`src/rtl/regfile_bypass_sb.sv`:
```
// Register file with byte-lane writes, write-through bypass and a pending-write scoreboard.
// Define REGFILE_RDREG_EN to register the read data outputs (one cycle after the address).
module regfile_bypass_sb #(
    parameter int DATA_W   = 32,
    parameter int ADDR_W   = 5,
    parameter int ZERO_REG = 1
) (
    input  logic                i_clk,
    input  logic                i_rst,
    input  logic [ADDR_W-1:0]   i_rd_addr_a,
    input  logic [ADDR_W-1:0]   i_rd_addr_b,
    output logic [DATA_W-1:0]   o_rd_data_a,
    output logic [DATA_W-1:0]   o_rd_data_b,
    output logic                o_busy_a,
    output logic                o_busy_b,
    input  logic                i_wr_en,
    input  logic [ADDR_W-1:0]   i_wr_addr,
    input  logic [DATA_W/8-1:0] i_wr_be,
    input  logic [DATA_W-1:0]   i_wr_data,
    input  logic                i_sb_set,
    input  logic [ADDR_W-1:0]   i_sb_set_addr,
    output logic                o_sb_dup_err
);

    localparam int DEPTH = 1 << ADDR_W;
    localparam int NB    = DATA_W / 8;

    logic [DATA_W-1:0] r_mem [DEPTH];
    logic [DEPTH-1:0]  r_sb;
    logic              r_dup_err;

    logic              w_wr_ok;
    logic              w_set_ok;
    logic              w_dup;
    logic [DATA_W-1:0] w_be_mask;
    logic [DATA_W-1:0] w_wr_merged;
    logic [DATA_W-1:0] w_rd_a;
    logic [DATA_W-1:0] w_rd_b;

    assign w_wr_ok  = i_wr_en  && !((ZERO_REG != 0) && (i_wr_addr == '0));
    assign w_set_ok = i_sb_set && !((ZERO_REG != 0) && (i_sb_set_addr == '0));

    // A set on an already pending register is only legal when that register retires this cycle.
    assign w_dup = w_set_ok && r_sb[i_sb_set_addr] && !(w_wr_ok && (i_wr_addr == i_sb_set_addr));

    // NOTE: every variable driven in always_comb gets a default first, so no path can infer a latch.
    always_comb begin
        w_be_mask = '0;
        for (int i = 0; i < NB; i++) begin
            w_be_mask[8*i +: 8] = {8{i_wr_be[i]}};
        end
    end

    assign w_wr_merged = (r_mem[i_wr_addr] & ~w_be_mask) | (i_wr_data & w_be_mask);

    always_comb begin
        w_rd_a = r_mem[i_rd_addr_a];
        w_rd_b = r_mem[i_rd_addr_b];
        if (w_wr_ok && (i_wr_addr == i_rd_addr_a)) w_rd_a = w_wr_merged;
        if (w_wr_ok && (i_wr_addr == i_rd_addr_b)) w_rd_b = w_wr_merged;
        if ((ZERO_REG != 0) && (i_rd_addr_a == '0)) w_rd_a = '0;
        if ((ZERO_REG != 0) && (i_rd_addr_b == '0)) w_rd_b = '0;
    end

    assign o_busy_a = r_sb[i_rd_addr_a] && !(w_wr_ok && (i_wr_addr == i_rd_addr_a));
    assign o_busy_b = r_sb[i_rd_addr_b] && !(w_wr_ok && (i_wr_addr == i_rd_addr_b));

    // NOTE: the array is cleared on reset because software relies on all registers reading zero
    // afterwards; this rules out a plain RAM macro for r_mem.
    always_ff @(posedge i_clk) begin
        if (i_rst) begin
            for (int i = 0; i < DEPTH; i++) begin
                r_mem[i] <= '0;
            end
            r_sb      <= '0;
            r_dup_err <= 1'b0;
        end else begin
            if (w_wr_ok) begin
                r_mem[i_wr_addr] <= w_wr_merged;
                r_sb[i_wr_addr]  <= 1'b0;
            end
            // NOTE: non-blocking assignments; the later set overrides the clear above on the
            // same address, so a new producer issued as the old one retires stays pending.
            if (w_set_ok) r_sb[i_sb_set_addr] <= 1'b1;
            if (w_dup)    r_dup_err <= 1'b1;
        end
    end

    assign o_sb_dup_err = r_dup_err;

`ifdef REGFILE_RDREG_EN
    logic [DATA_W-1:0] r_rd_a;
    logic [DATA_W-1:0] r_rd_b;

    always_ff @(posedge i_clk) begin
        if (i_rst) begin
            r_rd_a <= '0;
            r_rd_b <= '0;
        end else begin
            r_rd_a <= w_rd_a;
            r_rd_b <= w_rd_b;
        end
    end

    assign o_rd_data_a = r_rd_a;
    assign o_rd_data_b = r_rd_b;
`else
    assign o_rd_data_a = w_rd_a;
    assign o_rd_data_b = w_rd_b;
`endif

endmodule

```
`config.mk`:
```
export PLATFORM = sky130hd
export DESIGN_NAME = regfile_bypass_sb
export DESIGN_NICKNAME = d
export VERILOG_FILES = /design/src/rtl/regfile_bypass_sb.sv
export SDC_FILE = /design/constraint.sdc
export NUM_CORES = 2
export LEC_CHECK = 0
export BUFFER_PORTS_ARGS = -buffer_cell sky130_fd_sc_hd__clkbuf_2
export CAP_MARGIN = 10
export CELL_PAD_IN_SITES_DETAIL_PLACEMENT = 1
export CELL_PAD_IN_SITES_GLOBAL_PLACEMENT = 2
export CORE_MARGIN = 1.5
export CORE_UTILIZATION = 47
export CTS_CLUSTER_DIAMETER = 40
export DETAILED_ROUTE_END_ITERATION = 7
export PLACE_DENSITY = 0.89
export SYNTH_ARGS = -nofsm -noshare
export SYNTH_HDL_FRONTEND = slang
export SYNTH_SLANG_ARGS = --single-unit
```
`constraint.sdc`:
```
create_clock -name i_clk -period 4.2 [get_ports i_clk]
set_input_delay 0.84 -clock i_clk [delete_from_list [all_inputs] [get_ports i_clk]]
set_output_delay 0.84 -clock i_clk [all_outputs]
set_load 0.02 [all_outputs]
```
Yosys cells after proc, flatten, opt, wreduce, memory -nomap -nowiden
Memories as Yosys holds them, arrays and structs flattened.
Cells that the tools add are included.
W data, S select, Z words.
- muxes and demuxes: 25
- reductions and logical operators: 21
- eq/ne operators: 3
- $lt $le $gt $ge: 6
- bitwise operators: 7
- operator list (kind ; count):
    $mux W32 ; 8
    $and A32 B32 Y32 ; 3
    $not A32 Y32 ; 2
    $or A32 B32 Y32 ; 2
    $reduce_or A32 Y1 ; 1
    $lt A5 B6 Y1 const B ; 4
    $logic_not A5 Y1 ; 4
    $bmux W1 S5 ; 3
    $eq A5 B5 Y1 ; 3
    $logic_and A1 B1 Y1 ; 11
    $mux W1 ; 11
    $demux W1 S5 ; 2
    $ge A5 B1 Y1 const B ; 2
    $logic_not A1 Y1 ; 5
    $mux W5 ; 1
- bits in registers: 33
- memory bits (writable): 1024
- bits of input ports: 60
- memories kept: 1
- memories (name ; depth ; width ; rd ports ; clocked after Yosys merged registers in ; wr ports ; RTL line ; RTL):
    r_mem ; 32 ; 32 ; 3 ; 0 ; 32 ; 28 ; logic [DATA_W-1:0] r_mem [DEPTH];

Depth between registers and ports, before layout
- depth in word-level cells: 10
- gate-level depth with buffers: 11

Worst setup path before layout
OpenSTA, ideal clock, no wires.
- path type: input to register
- start point: in i_wr_addr[0]
- end point: mem r_mem[17][0], enable pin
- required time: 3772 ps
- arrival time: 3507 ps
- cell stages on the path: 8
- path slack: 265 ps
- buffers on the path: 6
- path through: buf_4 > buf_6 > buf_6 > buf_6 > buf_4 > nand3b_1 > clkbuf_1 > o21bai_1
- RTL lines (element ; RTL line ; RTL):
    start, declared ; 17 ; input logic [ADDR_W-1:0] i_wr_addr,
    end, declared ; 28 ;

Final worst setup path
- start point: in i_wr_addr[0]
- end point: out o_rd_data_b[21]
- cells in the longest elaborated chain, start to end: 6
- elaborated cells between the ends (all ways): 10
- classes of those cells: eq/ne (1); mux (2); bitwise (2); reduce/logical (4); memory (1)
- ends and longest elaborated chain (element ; RTL line ; RTL):
    parallel branches: the longest is 4 deep, another holds $mem_v2 Z32 W32 ; - ;
    $mux W32 * ; 60 ; if (w_wr_ok && (i_wr_addr == i_rd_addr_b)) w_rd_b = w_wr_merged;
    $mux W32 * ; 62 ; if ((ZERO_REG != 0) && (i_rd_addr_b == '0)) w_rd_b = '0;
    end, declared ; 13 ; output logic [DATA_W-1:0] o_rd_data_b,
Every way passes the cells marked *.

==> flow_results.org <==
** Global routing
- The first global-routing pass estimated 426,000 µm of wire.
- For this run, the total global-route usage over all layers was measured as 0.450.
- Pin count of the biggest net entering global routing :: 59
- Antenna violations before repair :: 19
- GRT Residual Overflow :: 0
- Number of global-route vias before repair :: 53.4k

** Clocking
- Clock transition at the registers of the reported paths :: 40 ps
- For this design, the CTS-stage hold fixing added 0 buffers.
- CTS buffer count :: between 150 and 200
- No sink is reached through more buffers than the 3 on the longest clock path.
- H-tree depth reported by CTS :: 4
- TritonCTS built the clock tree.
- Cell at the root of the clock tree :: sky130_fd_sc_hd__clkbuf_16
- Clock tree synthesis found a total of about 1.1k sinks.
- The clock reaches the later pin of the worst-skew pair after 860 ps.

** Worst hold path
- Worst hold stages :: 3
- In this run the most critical hold path is launched from i_sb_set.
- Path class of the lowest-slack min-delay path :: in -> reg
- Worst Hold Path EP :: o_sb_dup_err

** Synthesis
- Among all flip-flop cells after synthesis, the most frequent one is sky130_fd_sc_hd__edfxtp_1.
- By area the synthesized netlist is led by sky130_fd_sc_hd__edfxtp_1 48%, sky130_fd_sc_hd__mux4_2 28%, sky130_fd_sc_hd__nor2_1 5.9%, sky130_fd_sc_hd__mux2i_1 2.4%, sky130_fd_sc_hd__mux2_2 1.6%.
- Dominant cell by count in the synthesized netlist :: sky130_fd_sc_hd__edfxtp_1
- Proportion of register bits with asynchronous set or reset after synthesis :: 0
- The commonest cells after synthesis are 1,024 x sky130_fd_sc_hd__edfxtp_1, 1,003 x sky130_fd_sc_hd__nor2_1, 798 x sky130_fd_sc_hd__mux4_2.
- A synthesized cell averages 14.3 µm².
- FF+latch count, synth :: approximately 1.1k
- Post-Synthesis Cells :: ~4.5k
- The Yosys step of the flow raised 0 warnings.
- Summing every instance area after synthesis gives approximately 64,000 µm².
- The share of synthesized area in the top cell type comes to 0.481.
- Share of the yosys chip area belonging to registers :: 0.491
- Of all cell types, the one taking the most synthesized area is sky130_fd_sc_hd__edfxtp_1.
- In this run, distinct cell masters in the synthesized netlist total 71.
- In this run, synthesis inferred 1,024 flip-flops with an integrated enable.

** Floorplan
- Die width :: roughly 370 µm
- 127 I/O pins were placed.
- Initial core utilization :: 0.473
- After floorplanning, the core was sized to cover 135,000 µm².
- The die covers 138,000 µm².
- The floorplan step set the die height to 372 µm.
- Core Rows :: 135

** Critical path
- On the critical path, the stage with the largest delay is an instance of sky130_fd_sc_hd__o211ai_1.
- Worst R2R Start :: r_mem[19][22]
- CP peak stage delay :: 770 ps
- Critical Path AT :: approximately 3500 ps
- For the worst setup path, the data required time is 3360 ps.
- The number of buffers and inverters on the critical path is 5.
- Critical Path Start Type :: primary input
- The worst setup path is captured at an output pin.
- Along the worst path, the maximum fanout reaches 22.
- The worst register-to-register path ends at r_mem[5][22].
- Critical Path Most Common Cell :: sky130_fd_sc_hd__buf_4
- The critical path is of the in -> out type.
- The signal on the critical path passes through buf_12, buf_4, xor2_1, nor3_1, buf_4, nand3_4, buf_4, o211ai_1, buf_2.
- Measured in cells, the most critical reg-to-reg path has a length of 8.
- Family of cells with the greatest summed delay on the critical path :: buffers and inverters
- Setup slack on the worst reg-to-reg path comes out at between 1000 and 1500 ps.

** Timing
- Worst-case headroom to the max-slew limit :: 0.157
- Setup repair after global routing left no endpoint under its margin.
- Number of endpoints with negative hold slack in the final report :: 0
- Static timing analysis puts the maximum clock frequency at 0.232 GHz.
- Final worst slack :: -119 ps
- For the pin with the worst max-slew slack, the measured transition is around 1300 ps.
- On the final layout, the worst clock skew is 33.5 ps.
- In the finished design, the share of the clock period the worst path needs comes to 1.03.
- Post-layout min period :: 4320 ps
- Final-layout worst hold slack :: 349 ps
- Setup violations remaining at the end of the flow were counted as 5.
- Number of max-slew violations in the final report :: 0

** Routing
- For this block, the via count after detailed routing is 53.4k.
- Antenna viol nets, final :: 0
- For this run, the detailed router's first-pass iteration total came to 6.
- In this run, the number of DRC markers left after iteration 0 of detailed routing was 11.1k.
- Via/cell ratio :: around 7.9
- Wirelength per Cell :: roughly 46 µm
- Number of DRC violations after detailed routing :: 0
- After detailed routing, the total wire length is 311,000 µm.

** Pwr
- Summed over all cells, the static leakage comes to between 20 and 30 nW.
- Internal power comes to 22.8 mW.
- The share of total power dissipated in sequential elements is 0.384.
- Net Switching :: 9.40 mW
- In this run the power density over the cells is 423 nW/µm².
- Of the total power, the share spent switching nets is 0.292.
- Worst IR Drop VDD :: 0.430 mV
- Of the total power, the clock network draws 0.456.
- Comb pwr share :: 0.161

** Layout
- Area added between synthesis and finish :: 19.0%
- Share of layout cells above drive strength 1 :: 0.394
- Multi-input gate area :: around 30,000 µm²
- The sequential cells in the finished layout cover a total of 31,400 µm².
- The net count of the finished layout is 4,849.
- Final standard cell area without fillers :: 76,100 µm²
- The layout has 12.6k filler cells.

** Placed design
- After detailed placement, the total cell area comes to approximately 70,000 µm².
- Routability congestion estimate from global placement :: 0.988
- Worst setup slack after placement :: -280 ps
- In this run the tool buffered the top-level ports with roughly 130 buffer cells.
- DPL Wire Length :: ~190,000 µm

** Status
- The run finished, with violations left.
- Failing checks :: negative setup slack

** Run
- Max-Cap Viols :: 0
area by class of cell:
class / count / share of cell area
Multi-Input combinational cell: 2921 / 0.401
Clock buffer: 185 / 0.0584
Inverter: 13 / 0.000690
Tap cell: 1781 / 0.0293
Clock inverter: 136 / 0.0184
Timing Repair Buffer: 624 / 0.0789
Sequential cell: 1057 / 0.413
Antenna cell: 13 / 0.000427
state kept, by name (all words and copies together), names as in the netlist:
name,flops
r_mem,1024
r_sb,32
o_sb_dup_err,1
through the flow:
stage / cells / util / TNS (ps) / total power [mW]
finish: 6730 / 0.563 / -301 / 32.2
global route: 6719 / 0.562 / 0 / 32.5
CTS: 6706 / 0.561 / 0 / 31.8
detailed placement: 6379 / 0.517 / -394 / 17.4
global placement: 6378 / 0.517 / -403 / 17.2
floorplan: 4493 / - / 0 / 15.3
power by group through the flow:
stage	logic, mW	clock network (mW)	registers, mW
global route	5.19	14.9	12.4
finish	5.17	14.7	12.3
floorplan	2.91	0	12.4
CTS	4.92	14.6	12.3
global placement	4.78	0	12.4
detailed placement	4.86	0	12.5
routing by layer:
metal / share of wire / routed length [µm] / track usage
met1: 0.31 / 95200 / 0.531
met2: 0.42 / 130000 / 0.634
met3: 0.17 / 53700 / 0.206
met4: 0.099 / 30900 / 0.361
met5: 0.0010 / 324 / 0
logic make-up after synthesis:
kind of cell,synth area share
other cells,0.0000586
simple gates,0.0857
flops,0.491
buf+inv,0.0417
mux,0.321
compound gates,0.0580
xor+xnor,0.00205
how the worst max path moves through the flow:
stage                   start              end  slack [ps]  depth (start not counted)
6_report         i_wr_addr[0]  o_rd_data_b[21]        -120                          9
5_1_grt        i_rd_addr_b[0]  o_rd_data_b[21]         0.3                         10
4_1_cts          i_wr_addr[0]  o_rd_data_a[22]         0.8                         11
3_5_place_dp     i_wr_addr[3]  o_rd_data_b[22]        -280                          9
3_3_place_gp     i_wr_addr[4]  o_rd_data_b[22]        -260                          8
2_1_floorplan    i_wr_addr[0]     r_mem[17][0]         260                          8
worst reg2reg max path, delay by kind of cell, from the launching register on:
kind | cells | cell delay (ps)
flip-flops | 1 | 450
AO/OA/AOI/OAI | 2 | 690
multiplexers | 1 | 500
buffers and inverters | 3 | 580
AND/OR/NAND/NOR | 2 | 320
repair_timing:
item	4_1_cts	5_1_grt
resized for setup	7	19
gates cloned	0	1
pin swaps	2	2
buffers inserted	6	9
endpoints found under the setup margin	7	14
cell usage in the layout, fill, tap and decap left out, drive strengths merged, types with 27 or more instances in the layout:
cell type,count
mux2i,155
conb,32
nor2b,27
inv,47
dfxtp,33
a22oi,103
o21ai,42
mux4,798
nor3,57
nor2,1004
buf,511
a221oi,37
clkbuf,298
clkinv,68
mux2,92
nand2,187
a21oi,87
edfxtp,1024
o22ai,60
(Power assumes the default switching activity.)
